File: src/rtl/cell_pkg.sv
// Shared helpers for the cell datapath elements.
//   count_width : bits needed to hold an occupancy of 0..depth
//   round_const : round-half-up bias added before an arithmetic right shift
//   sat_narrow  : clamps a signed value to out_msb+1 bits and reports clipping
package cell_pkg;

  localparam int unsigned NARROW_W = 64;

  // Narrowing result; value is sign-extended to NARROW_W.
  typedef struct packed {
    logic [NARROW_W-1:0] value;
    logic                clip;
  } narrow_t;

  function automatic int unsigned count_width(input int unsigned depth);
    return $clog2(depth) + 1;
  endfunction

  function automatic logic [NARROW_W-1:0] round_const(input int unsigned shift);
    logic [NARROW_W-1:0] r;
    r = '0;
    if (shift != 0) r = NARROW_W'(1) << (shift - 1);
    return r;
  endfunction

  function automatic narrow_t sat_narrow(input logic signed [NARROW_W-1:0] x,
                                         input int unsigned out_msb);
    logic signed [NARROW_W-1:0] hi;
    logic signed [NARROW_W-1:0] lo;
    narrow_t r;
    hi = (NARROW_W'(1) << out_msb) - NARROW_W'(1);
    lo = ~hi;
    r.value = x;
    r.clip  = 1'b0;
    if (x > hi) begin
      r.value = hi;
      r.clip  = 1'b1;
    end else if (x < lo) begin
      r.value = lo;
      r.clip  = 1'b1;
    end
    return r;
  endfunction

endpackage

File: src/rtl/outport_fifo.sv
// First-word-fall-through FIFO with registered head, valid and level.
//   clk, rst_n : clock, synchronous active-low reset
//   push/wr_data : write one word (caller guarantees room or a same-cycle pop)
//   pop          : consume the head (only while valid)
//   rd_data      : head word, 0 when empty
//   valid        : FIFO not empty
//   level        : occupancy 0..DEPTH
module outport_fifo
  import cell_pkg::*;
#(
  parameter int unsigned WIDTH = 16,
  parameter int unsigned DEPTH = 4
) (
  input  logic                          clk,
  input  logic                          rst_n,
  input  logic                          push,
  input  logic [WIDTH-1:0]              wr_data,
  input  logic                          pop,
  output logic [WIDTH-1:0]              rd_data,
  output logic                          valid,
  output logic [count_width(DEPTH)-1:0] level
);

  localparam int unsigned AW    = $clog2(DEPTH);
  localparam int unsigned LVL_W = count_width(DEPTH);

  logic [WIDTH-1:0] mem [DEPTH];
  logic [AW-1:0]    wr_ptr;
  logic [AW-1:0]    rd_ptr;
  logic [AW-1:0]    wr_nxt_c;
  logic [AW-1:0]    rd_nxt_c;
  logic [LVL_W-1:0] level_nxt_c;
  logic [WIDTH-1:0] head_nxt_c;

  // Next pointers, level and head word. The head bypasses the array when
  // the word being written becomes the only entry.
  always_comb begin
    rd_nxt_c    = rd_ptr + AW'(pop);
    wr_nxt_c    = wr_ptr + AW'(push);
    level_nxt_c = level + LVL_W'(push) - LVL_W'(pop);
    head_nxt_c  = mem[rd_nxt_c];
    if (level_nxt_c == '0)
      head_nxt_c = '0;
    else if (push && (level == LVL_W'(pop)))
      head_nxt_c = wr_data;
  end

  // Storage array; contents are don't-care while the level says empty.
  always_ff @(posedge clk) begin
    if (rst_n && push) mem[wr_ptr] <= wr_data;
  end

  // Control and registered head.
  always_ff @(posedge clk) begin
    if (!rst_n) begin
      wr_ptr  <= '0;
      rd_ptr  <= '0;
      level   <= '0;
      valid   <= 1'b0;
      rd_data <= '0;
    end else begin
      wr_ptr  <= wr_nxt_c;
      rd_ptr  <= rd_nxt_c;
      level   <= level_nxt_c;
      valid   <= (level_nxt_c != '0);
      rd_data <= head_nxt_c;
    end
  end

endmodule

File: src/rtl/outport.sv
// Egress stage: rescales internal samples (shift, round-half-up, saturate
// or wrap), buffers them and hands them out over valid/ready.
//   clk, rst_n        : clock, synchronous active-low reset
//   internal_data(_en): signed internal sample and its one-cycle qualifier
//   out_data/out_valid/out_ready : external handshake, head of the FIFO
//   level             : FIFO occupancy
//   overflow          : sticky, a word was dropped on a full FIFO
//   sat               : sticky, a clipped word was buffered
//   clear             : clears overflow and sat (a same-edge event wins)
// Build option: define OUTPORT_SATURATE_EN to clamp instead of wrapping;
// without it sat is tied low and the clip logic is absent.
module outport
  import cell_pkg::*;
#(
  parameter int unsigned MSB     = 31,
  parameter int unsigned OUT_MSB = 15,
  parameter int unsigned SHIFT   = 8,
  parameter int unsigned DEPTH   = 4
) (
  input  logic                          clk,
  input  logic                          rst_n,
  input  logic [MSB:0]                  internal_data,
  input  logic                          internal_data_en,
  output logic [OUT_MSB:0]              out_data,
  output logic                          out_valid,
  input  logic                          out_ready,
  output logic [count_width(DEPTH)-1:0] level,
  output logic                          overflow,
  output logic                          sat,
  input  logic                          clear
);

  localparam int unsigned EXT_W = MSB + 2;
  localparam int unsigned OUT_W = OUT_MSB + 1;
  localparam int unsigned LVL_W = count_width(DEPTH);

  logic signed [EXT_W-1:0] ext_c;
  logic signed [EXT_W-1:0] sum_c;
  logic        [OUT_W-1:0] y_c;
  logic                    clip_c;

  logic             stage_valid;
  logic [OUT_W-1:0] stage_data;
  logic             stage_clip;

  logic pop_c;
  logic push_c;
  logic drop_c;

  // Sign-extend one bit so the rounding bias can never overflow.
  always_comb begin
    ext_c = {internal_data[MSB], internal_data};
    sum_c = ext_c + signed'(EXT_W'(round_const(SHIFT)));
  end

`ifdef OUTPORT_SATURATE_EN
  logic signed [EXT_W-1:0] t_c;
  narrow_t                 narrow_c;
  logic                    unused_narrow_c;

  always_comb begin
    t_c             = sum_c >>> SHIFT;
    narrow_c        = sat_narrow({{(NARROW_W-EXT_W){t_c[EXT_W-1]}}, t_c}, OUT_MSB);
    y_c             = narrow_c.value[OUT_W-1:0];
    clip_c          = narrow_c.clip;
    unused_narrow_c = ^narrow_c.value[NARROW_W-1:OUT_W];
  end

  always_ff @(posedge clk) begin
    if (!rst_n)                stage_clip <= 1'b0;
    else if (internal_data_en) stage_clip <= clip_c;
  end
`else
  // Two's-complement wrap: keep the low bits of the shifted value.
  always_comb begin
    y_c    = OUT_W'(sum_c >>> SHIFT);
    clip_c = 1'b0;
  end

  assign stage_clip = 1'b0;
`endif

  // Convert stage register.
  always_ff @(posedge clk) begin
    if (!rst_n) begin
      stage_valid <= 1'b0;
      stage_data  <= '0;
    end else begin
      stage_valid <= internal_data_en;
      if (internal_data_en) stage_data <= y_c;
    end
  end

  // A full FIFO still accepts a word when the head leaves on the same edge.
  always_comb begin
    pop_c  = out_valid && out_ready;
    push_c = stage_valid && ((level != LVL_W'(DEPTH)) || pop_c);
    drop_c = stage_valid && !push_c;
  end

  outport_fifo #(
    .WIDTH (OUT_W),
    .DEPTH (DEPTH)
  ) u_fifo (
    .clk     (clk),
    .rst_n   (rst_n),
    .push    (push_c),
    .wr_data (stage_data),
    .pop     (pop_c),
    .rd_data (out_data),
    .valid   (out_valid),
    .level   (level)
  );

  // Sticky flags; an event on the same edge as clear leaves the flag set.
  always_ff @(posedge clk) begin
    if (!rst_n) begin
      overflow <= 1'b0;
      sat      <= 1'b0;
    end else begin
      if (drop_c)     overflow <= 1'b1;
      else if (clear) overflow <= 1'b0;
`ifdef OUTPORT_SATURATE_EN
      if (push_c && stage_clip) sat <= 1'b1;
      else if (clear)           sat <= 1'b0;
`else
      sat <= 1'b0;
`endif
    end
  end

endmodule

File: config.mk
export PLATFORM = sky130hd
export DESIGN_NAME = outport
export DESIGN_NICKNAME = d
export VERILOG_FILES = /design/src/rtl/cell_pkg.sv /design/src/rtl/outport_fifo.sv /design/src/rtl/outport.sv
export SDC_FILE = /design/constraint.sdc
export NUM_CORES = 1
export LEC_CHECK = 0
export CAP_MARGIN = 20
export CORE_ASPECT_RATIO = 1.5
export CORE_UTILIZATION = 58
export DETAILED_ROUTE_END_ITERATION = 10
export GPL_ROUTABILITY_DRIVEN = 0
export PLACE_DENSITY = 0.84
export SYNTH_ARGS = -nofsm -noshare
export SYNTH_HDL_FRONTEND = slang
export SYNTH_SLANG_ARGS = --single-unit
export TNS_END_PERCENT = 20
File: constraint.sdc
create_clock -name clk -period 6.05 [get_ports clk]
set_input_delay 0.605 -clock clk [delete_from_list [all_inputs] [get_ports clk]]
set_output_delay 0.605 -clock clk [all_outputs]
set_load 0.02 [all_outputs]
== Yosys cells after proc, flatten, opt, wreduce, memory -nomap -nowiden ==
Memories as Yosys holds them, arrays and structs flattened.
Cells that the tools add are included.

* Memories: 1
* Register bits after elaboration: 42
* Input bits: 37
* RAM bits: 64

{| class="wikitable"
|+ Memories
! name !! words !! width !! read ports !! clocked after Yosys merged registers in !! write ports !! line !! source
|-
| u_fifo.mem || 4 || 16 || 1 || 0 || 1 || outport_fifo.sv:27 || <nowiki>logic [WIDTH-1:0] mem [DEPTH];</nowiki>
|}

* Add/sub/neg operators: 5
* Reductions and logical operators: 11
* Mux-type cells: 5
* Bitwise operators: 1
* Equal/unequal tests: 2

{| class="wikitable"
|+ Operators by type and width
! cell !! number
|-
| adder 24 x 9 -> 24 bit (second input constant) || 1
|-
| two-way mux 16 bit || 1
|-
| logical AND 1 bit || 5
|-
| adder 2 x 1 -> 2 bit || 2
|-
| two-way mux 1 bit || 4
|-
| adder 3 x 1 -> 3 bit || 1
|-
| equality test 3 x 1 -> 1 bit || 1
|-
| zero test 3 bit || 1
|-
| != test 3 bit (second input constant) || 1
|-
| nonzero test 3 bit || 1
|-
| subtractor 3 x 1 -> 3 bit || 1
|-
| nonzero test 2 bit || 1
|-
| OR reduction 2 bit || 1
|-
| zero test 1 bit || 1
|-
| logical OR 1 bit || 1
|-
| inverter 1 bit || 1
|}

== Longest topological paths before layout ==
Gate-level depths: netlist of run 1.

* Word-level depth: 7
* Depth in mapped cells: 11
* Depth with buffers taken out: 10

== Hierarchy ==
From an unflattened synthesis of run 1, not the netlist that was laid out.

* Cells, all modules: 282
* Area, all modules: 4,239.1 sq um

{| class="wikitable"
|+ By module, submodules not included
! module !! times used !! cells each !! area each (sq um) !! seq. area each (sq um)
|-
| outport_fifo || 1 || 172 || 3,296.9 || 2,402.3
|-
| outport || 1 || 110 || 942.2 || 360.3
|}

== Worst setup path before layout of run 1 ==
OpenSTA, ideal clock, no wires.

* Kind: input to register
* From: input out_ready
* To: register u_fifo.rd_data[10]
* Path slack: 3,064 ps
* Arrival: 2,869 ps
* Stages: 11
* Required time: 5,934 ps
* Path buffers: 1
* Cell sequence: and2_1 > or4b_2 > and2_1 > ha_1 > inv_1 > fa_1 > xnor2_1 > xnor2_1 > a211oi_4 > buf_4 > nor3_1

* Word-level cells in the longest chain between the ends: 7
* Elaborated cells on any way between the ends: 12

{| class="wikitable"
|+ RTL lines
! item !! line !! source
|-
| from (decl) || outport.sv:26 || <nowiki>input logic out_ready,</nowiki>
|-
| logical AND 1 bit (*) || outport.sv:96 || <nowiki>pop_c = out_valid && out_ready;</nowiki>
|-
| logical OR 1 bit || outport.sv:97 || <nowiki>push_c = stage_valid && ((level != LVL_W'(DEPTH)) || pop_c);</nowiki>
|-
| logical AND 1 bit || outport.sv:97 ||
|-
| adder 3 x 1 -> 3 bit || outport_fifo.sv:40 || <nowiki>level_nxt_c = level + LVL_W'(push) - LVL_W'(pop);</nowiki>
|-
| subtractor 3 x 1 -> 3 bit || outport_fifo.sv:40 ||
|-
| zero test 3 bit || outport_fifo.sv:42 || <nowiki>if (level_nxt_c == '0)</nowiki>
|-
| OR reduction 2 bit (no line) || -- ||
|-
| to (signal assigned) || outport_fifo.sv:66 || <nowiki>rd_data <= head_nxt_c;</nowiki>
|-
| to (decl) || outport_fifo.sv:19 || <nowiki>output logic [WIDTH-1:0] rd_data,</nowiki>
|}

Mark *: on every way between the ends. The rest lies on a longest branch, timed or not.
A chain may end at the register's enable or synchronous reset.

== Final worst setup path of run 1 ==
* From: input out_ready
* To: register u_fifo.rd_data[15]

The elaborated chain is that of the path after synthesis.

==> results of run 1 <==
## cell type report
cell class                 instances  area, um^2
multi-input combinational        173        1320
clock inverter                     5        62.6
inverter                          11        41.3
timing repair buffer              47         478
tap                               78        97.6
fill                             482        2030
sequential                       106        2760
clock buffer                      11         151
## worst paths after layout
| kind | endpoint | cells after the start |
|---|---|---|
| worst min-delay path | u_fifo.mem[3][9] | 0 |
| worst max register to register | u_fifo.rd_data[15] | 10 |
| worst max-delay path | u_fifo.rd_data[15] | 11 |
| worst min register to register | u_fifo.mem[3][9] | 0 |
## power breakdown
group / total (uW) / leakage (uW) / switching [uW] / internal, uW
logic: 656 / 0.000703 / 339 / 317
registers: 894 / 0.000937 / 44.4 / 850
clock network: 439 / 0.000102 / 224 / 215
## cell usage after synthesis
master    count  share of area
mux4_2       16          0.086
dfxtp_1      42           0.20
xnor2_1      11          0.023
and3_1        1         0.0015
a211oi_4      1         0.0048
nand4_1       4         0.0060
a31oi_1       1         0.0015
fa_1          1         0.0048
buf_2         3         0.0036
xnor2_2       1         0.0039
nor3b_1       1         0.0018
ha_1          5          0.015
inv_1        11         0.0098
nor3_1       23          0.027
o21ai_0      13          0.016
or4b_2        1         0.0024
o211a_1       3         0.0072
edfxtp_1     64           0.46
nand3_1       9          0.011
nand2_1       8         0.0072
conb_1        1        0.00089
or4_1         1         0.0018
a21oi_1      11          0.013
xor2_1        5          0.010
nand4_2       1         0.0030
nor2b_1       3         0.0045
clkbuf_1      7         0.0063
nor4_1        3         0.0045
buf_4         6          0.011
or3_1         2         0.0030
nand2b_1      1         0.0015
nor2_1       36          0.032
mux2i_1       1         0.0024
o22ai_1       1         0.0015
nor4_2        1         0.0030
and2_1        7          0.010
## routing by layer
metal	share of wire	routed length [um]	up-vias	GRT usage
li1	-	-	1202	-
met1	0.41	3050	1225	0.257
met2	0.54	3970	66	0.373
met3	0.033	246	7	0.0408
met4	0.014	102	0	0.0900
met5	0	0	-	0
## per-stage QoR
step	utilization	std cells	power [uW]	hold WS (ps)	cell area (um^2)
2_1_floorplan	-	306	1340	477	4190
3_3_place_gp	0.673	414	1530	507	4670
3_5_place_dp	0.673	414	1550	524	4670
4_1_cts	0.704	430	1980	531	4890
5_1_grt	0.708	431	2080	549	4910
6_report	0.708	431	1990	534	4910
## registers in the layout (all words and copies together), names as in the netlist
name	count
u_fifo.mem	64
u_fifo.valid	1
u_fifo.wr_ptr	2
u_fifo.level	3
overflow	1
stage_valid	1
u_fifo.rd_ptr	2
u_fifo.rd_data	16
stage_data	16
## logic make-up after synthesis
family | count (synthesis) | synth area share
flops | 106 | 0.659
simple gates | 102 | 0.121
compound gates | 30 | 0.0436
buf+inv | 27 | 0.0304
xor+xnor | 17 | 0.0373
mux | 17 | 0.0883
fa+ha+maj | 6 | 0.0197
other cells | 1 | 0.000894
## cells in the final DEF, fill, tap and decap left out, types with 2 or more instances in the layout
cell type        netlist  final
a21oi_1               11     11
clkdlybuf4s50_1        0     42
mux4_2                16     16
or3_1                  2      2
nand4_1                4      4
xor2_1                 5      5
xnor2_1               11     11
inv_1                 11     11
o211a_1                3      3
and2_1                 7      7
nor2_1                36     36
nand2_1                8      8
nand3_1                9      9
buf_4                  6      4
o21ai_0               13     13
nor3_2                 0      2
nor4_1                 3      3
dfxtp_1               42     42
clkinvlp_4             0      2
clkbuf_8               0     11
ha_1                   5      5
edfxtp_1              64     64
clkinv_4               0      2
nor3_1                23     21
nor2b_1                3      3
==> run summary, run 1 <==
RSZ-0062 raised after global routing: no
Initial DRT Pass Iterations: 4
Delay-heaviest family, CP: simple AND/OR/NAND/NOR gates
Mapped Area: 0.00419 mm^2
Worst path slowest cell: a211oi_4
GRT overflow: 0
Gr usage total: 0.214
Post-DR wirelength/cell: 17.1 um
# diodes: 0
HPWL Detailed: 4900 um
Max Freq: 0.281 GHz
Synth Register Bits: 106
Worst-Margin Slew: 1100 ps
Critical path class: primary input to register
Initial core utilization: 0.604
CP Cell Sequence: clkdlybuf4s50_1 -> and2_1 -> or4b_2 -> and2_1 -> ha_1 -> inv_1 -> fa_1 -> xnor2_1 -> xnor2_1 -> a211oi_4 -> nor3_1
CP Launch Point: out_ready
Min Clock Period, post-route: 3550 ps
Post-cts gate resize count: 0
Status: finished clean
Min-Delay Path Class: register to register
Antenna viol nets, final: 0
Share of post-route cells with drive strength above 1: 0.125
RR Startpoint: u_fifo.valid
Buf+Inv Stages, Crit Path: 2
DRC Markers: 0
CTS tree: built
Largest net degree at the start of global routing: 34
Total core area: 0.00694 mm^2
Slew HR: 0.261
Site Rows: 37
Warnings from Yosys: 0
Total CTS buffers: 9
Area Overhead vs Synth: 17.2%
First-pass GRT wire length: 11800 um
Pre-CTS setup slack: 2120 ps
Sequential area share after synthesis: 0.659
Hold-fix buffers, CTS: 0
Leak: 0.00174 uW
Max IR drop VDD: 242 uV
Ports: 59
Syn_nets: 349
# nets final: 391
Via count: 2500
Netlist cell types: 36
Port bufs: 42
Avg Cell Area, Syn: 13.7 um^2
Clk_skew: 11.8 ps
Final worst slack: 2500 ps
Max Cap Violations: 0
Hold Crit Start: stage_data[9]
Root Buffer: clkbuf_8
Worst stage delay on the critical path: 750 ps
Vias in the first global route: 2397
WL final: 7370 um
Final Hold Vio Count: 0
Power per cell area: 405 mW/mm^2
Clock transition at path regs: 100 ps
H-Tree Level Count: 3
Mapped Cells: 306
Clock Tree Buf Depth: 2
Arrival @ worst endpoint: 3750 ps
Period utilization: 0.587
Setup TNS: 0 ps
Setup-failing EPs final: 0
Die area: 0.00758 mm^2
Post-DR vias/cell: 5.80
Die W: 71.4 um
1st-iter DRT viols: 128
Latest clock arrival within the worst-skew pair: 360 ps
Final Slew Violations: 0
CP Data Required Time: 6250 ps
Crit start category: primary input
Die H: 106 um
Crit path capture type: register
Reg2Reg Setup Slack: 2820 ps
Clk sinks: 106
Crit Path Max Fanout: 17
Postcts setup bufs: 0
Initial antenna violation count: 0
No activity file was read; power rests on OpenSTA's default activity.
==> run 2, diff against run 1 <==
Settings changed: CORE_UTILIZATION 58 to 54, PLACE_DENSITY 0.84 to 0.79.
Clock period 6.05 ns to 3.5 ns, I/O delays scaled along.
==> run summary, run 2 (synthesized netlist as in run 1, its figures left out) <==
Status: finished clean
Final Slew Violations: 0
1st-iter DRT viols: 122
Root Buffer: clkbuf_16
Total core area: 0.00756 mm^2
Total CTS buffers: 9
Largest net degree at the start of global routing: 34
Crit path capture type: register
# nets final: 395
Die area: 0.00813 mm^2
WL final: 7470 um
Largest register FFs: 64
Min-Delay Path Class: register to register
CTS tree: built
Critical path class: primary input to register
Leak: 0.00179 uW
Reg2Reg Setup Slack: 540 ps
Ports: 59
Clock Tree Buf Depth: 2
Final Hold Vio Count: 0
Post-DR wirelength/cell: 16.3 um
Worst-Margin Slew: 954 ps
CP Data Required Time: 3740 ps
Period utilization: 0.872
HPWL Detailed: 4920 um
Arrival @ worst endpoint: 3300 ps
Setup TNS: 0 ps
GRT overflow: 0
Share of post-route cells with drive strength above 1: 0.126
Biggest register: u_fifo.mem
Slew HR: 0.362
Min Clock Period, post-route: 3050 ps
Post-DR vias/cell: 5.44
Clk sinks: 106
Clk_skew: 5.55 ps
Vias in the first global route: 2398
Post-cts gate resize count: 0
Max IR drop VDD: 458 uV
# diodes: 0
First-pass GRT wire length: 12000 um
DRC Markers: 0
Crit Path Max Fanout: 17
Gr usage total: 0.210
Crit start category: primary input
Site Rows: 39
Initial DRT Pass Iterations: 5
Area Overhead vs Synth: 19.5%
GR Layer Usage met1: 0.243
Postcts setup bufs: 0
Port bufs: 42
Max Cap Violations: 0
Initial core utilization: 0.554
Hold-fix buffers, CTS: 0
Via count: 2496
Latest clock arrival within the worst-skew pair: 340 ps
Max Freq: 0.328 GHz
Commonest cells after routing, fill and taps aside: edfxtp_1, clkdlybuf4s50_1, dfxtp_1
Final Core Density: 0.662
Die W: 73.9 um
Setup-failing EPs final: 0
Most common cell after layout, fill and taps aside: edfxtp_1
H-Tree Level Count: 3
Initial antenna violation count: 0
RSZ-0062 raised after global routing: no
Antenna viol nets, final: 0
Top flop regs: u_fifo.mem: 64 flops, stage_data: 16 flops, u_fifo.rd_data: 16 flops
Clock transition at path regs: 60 ps
Power per cell area: 722 mW/mm^2
GR Util met2: 0.360
M3 GR Usage: 0.0504
Gr busiest metal: met2
Die H: 110 um
==> run 2: final timing paths <==
kind,endpoint,cells after the start,startpoint
max reg2reg,u_fifo.rd_data[6],10,u_fifo.valid
min,u_fifo.mem[1][9],0,stage_data[9]
max,u_fifo.rd_data[6],11,out_ready
min reg2reg,u_fifo.mem[1][9],0,stage_data[9]
==> run 2: report_power, final <==
part | total (uW) | internal [uW] | switching, uW
clock network | 903 | 499 | 405
logic | 1170 | 574 | 597
registers | 1540 | 1470 | 72.6
==> run 2: routing by layer <==
layer / vias to the layer above / part of all wire / wire length, um
met5: - / 0 / 0
met4: 0 / 0.019 / 139
met3: 11 / 0.039 / 292
met2: 72 / 0.54 / 4010
met1: 1199 / 0.40 / 3020
li1: 1214 / - / -
==> run 2: layout make-up <==
type	count	area, um^2
sequential	106	2760
multi-input combinational	173	1310
clock buffer	13	250
timing repair buffer	51	500
inverter	11	41.3
clock inverter	3	15.0
fill	544	2550
tap	102	128
==> run 2: per-stage QoR <==
| stage | setup WS, ps | power (uW) | cells | hold slack [ps] | instance area, um^2 |
|---|---|---|---|---|---|
| 2_1_floorplan | 711 | 2320 | 306 | 477 | 4190 |
| 3_3_place_gp | 210 | 2700 | 443 | 510 | 4740 |
| 3_5_place_dp | 103 | 2750 | 443 | 527 | 4740 |
| 4_1_cts | 453 | 3650 | 459 | 535 | 5010 |
| 5_1_grt | 286 | 3790 | 459 | 546 | 5010 |
| 6_report | 448 | 3620 | 459 | 533 | 5010 |
==> run 2: worst max-delay path: stages <==
cell and delay [ps]:
clkdlybuf4s50_1 400, and2_1 170, or4b_2 680, and2_1 220, ha_1 190, inv_1 70
fa_1 410, nor2b_1 270, a211oi_4 90, buf_12 210, nor3_1 250
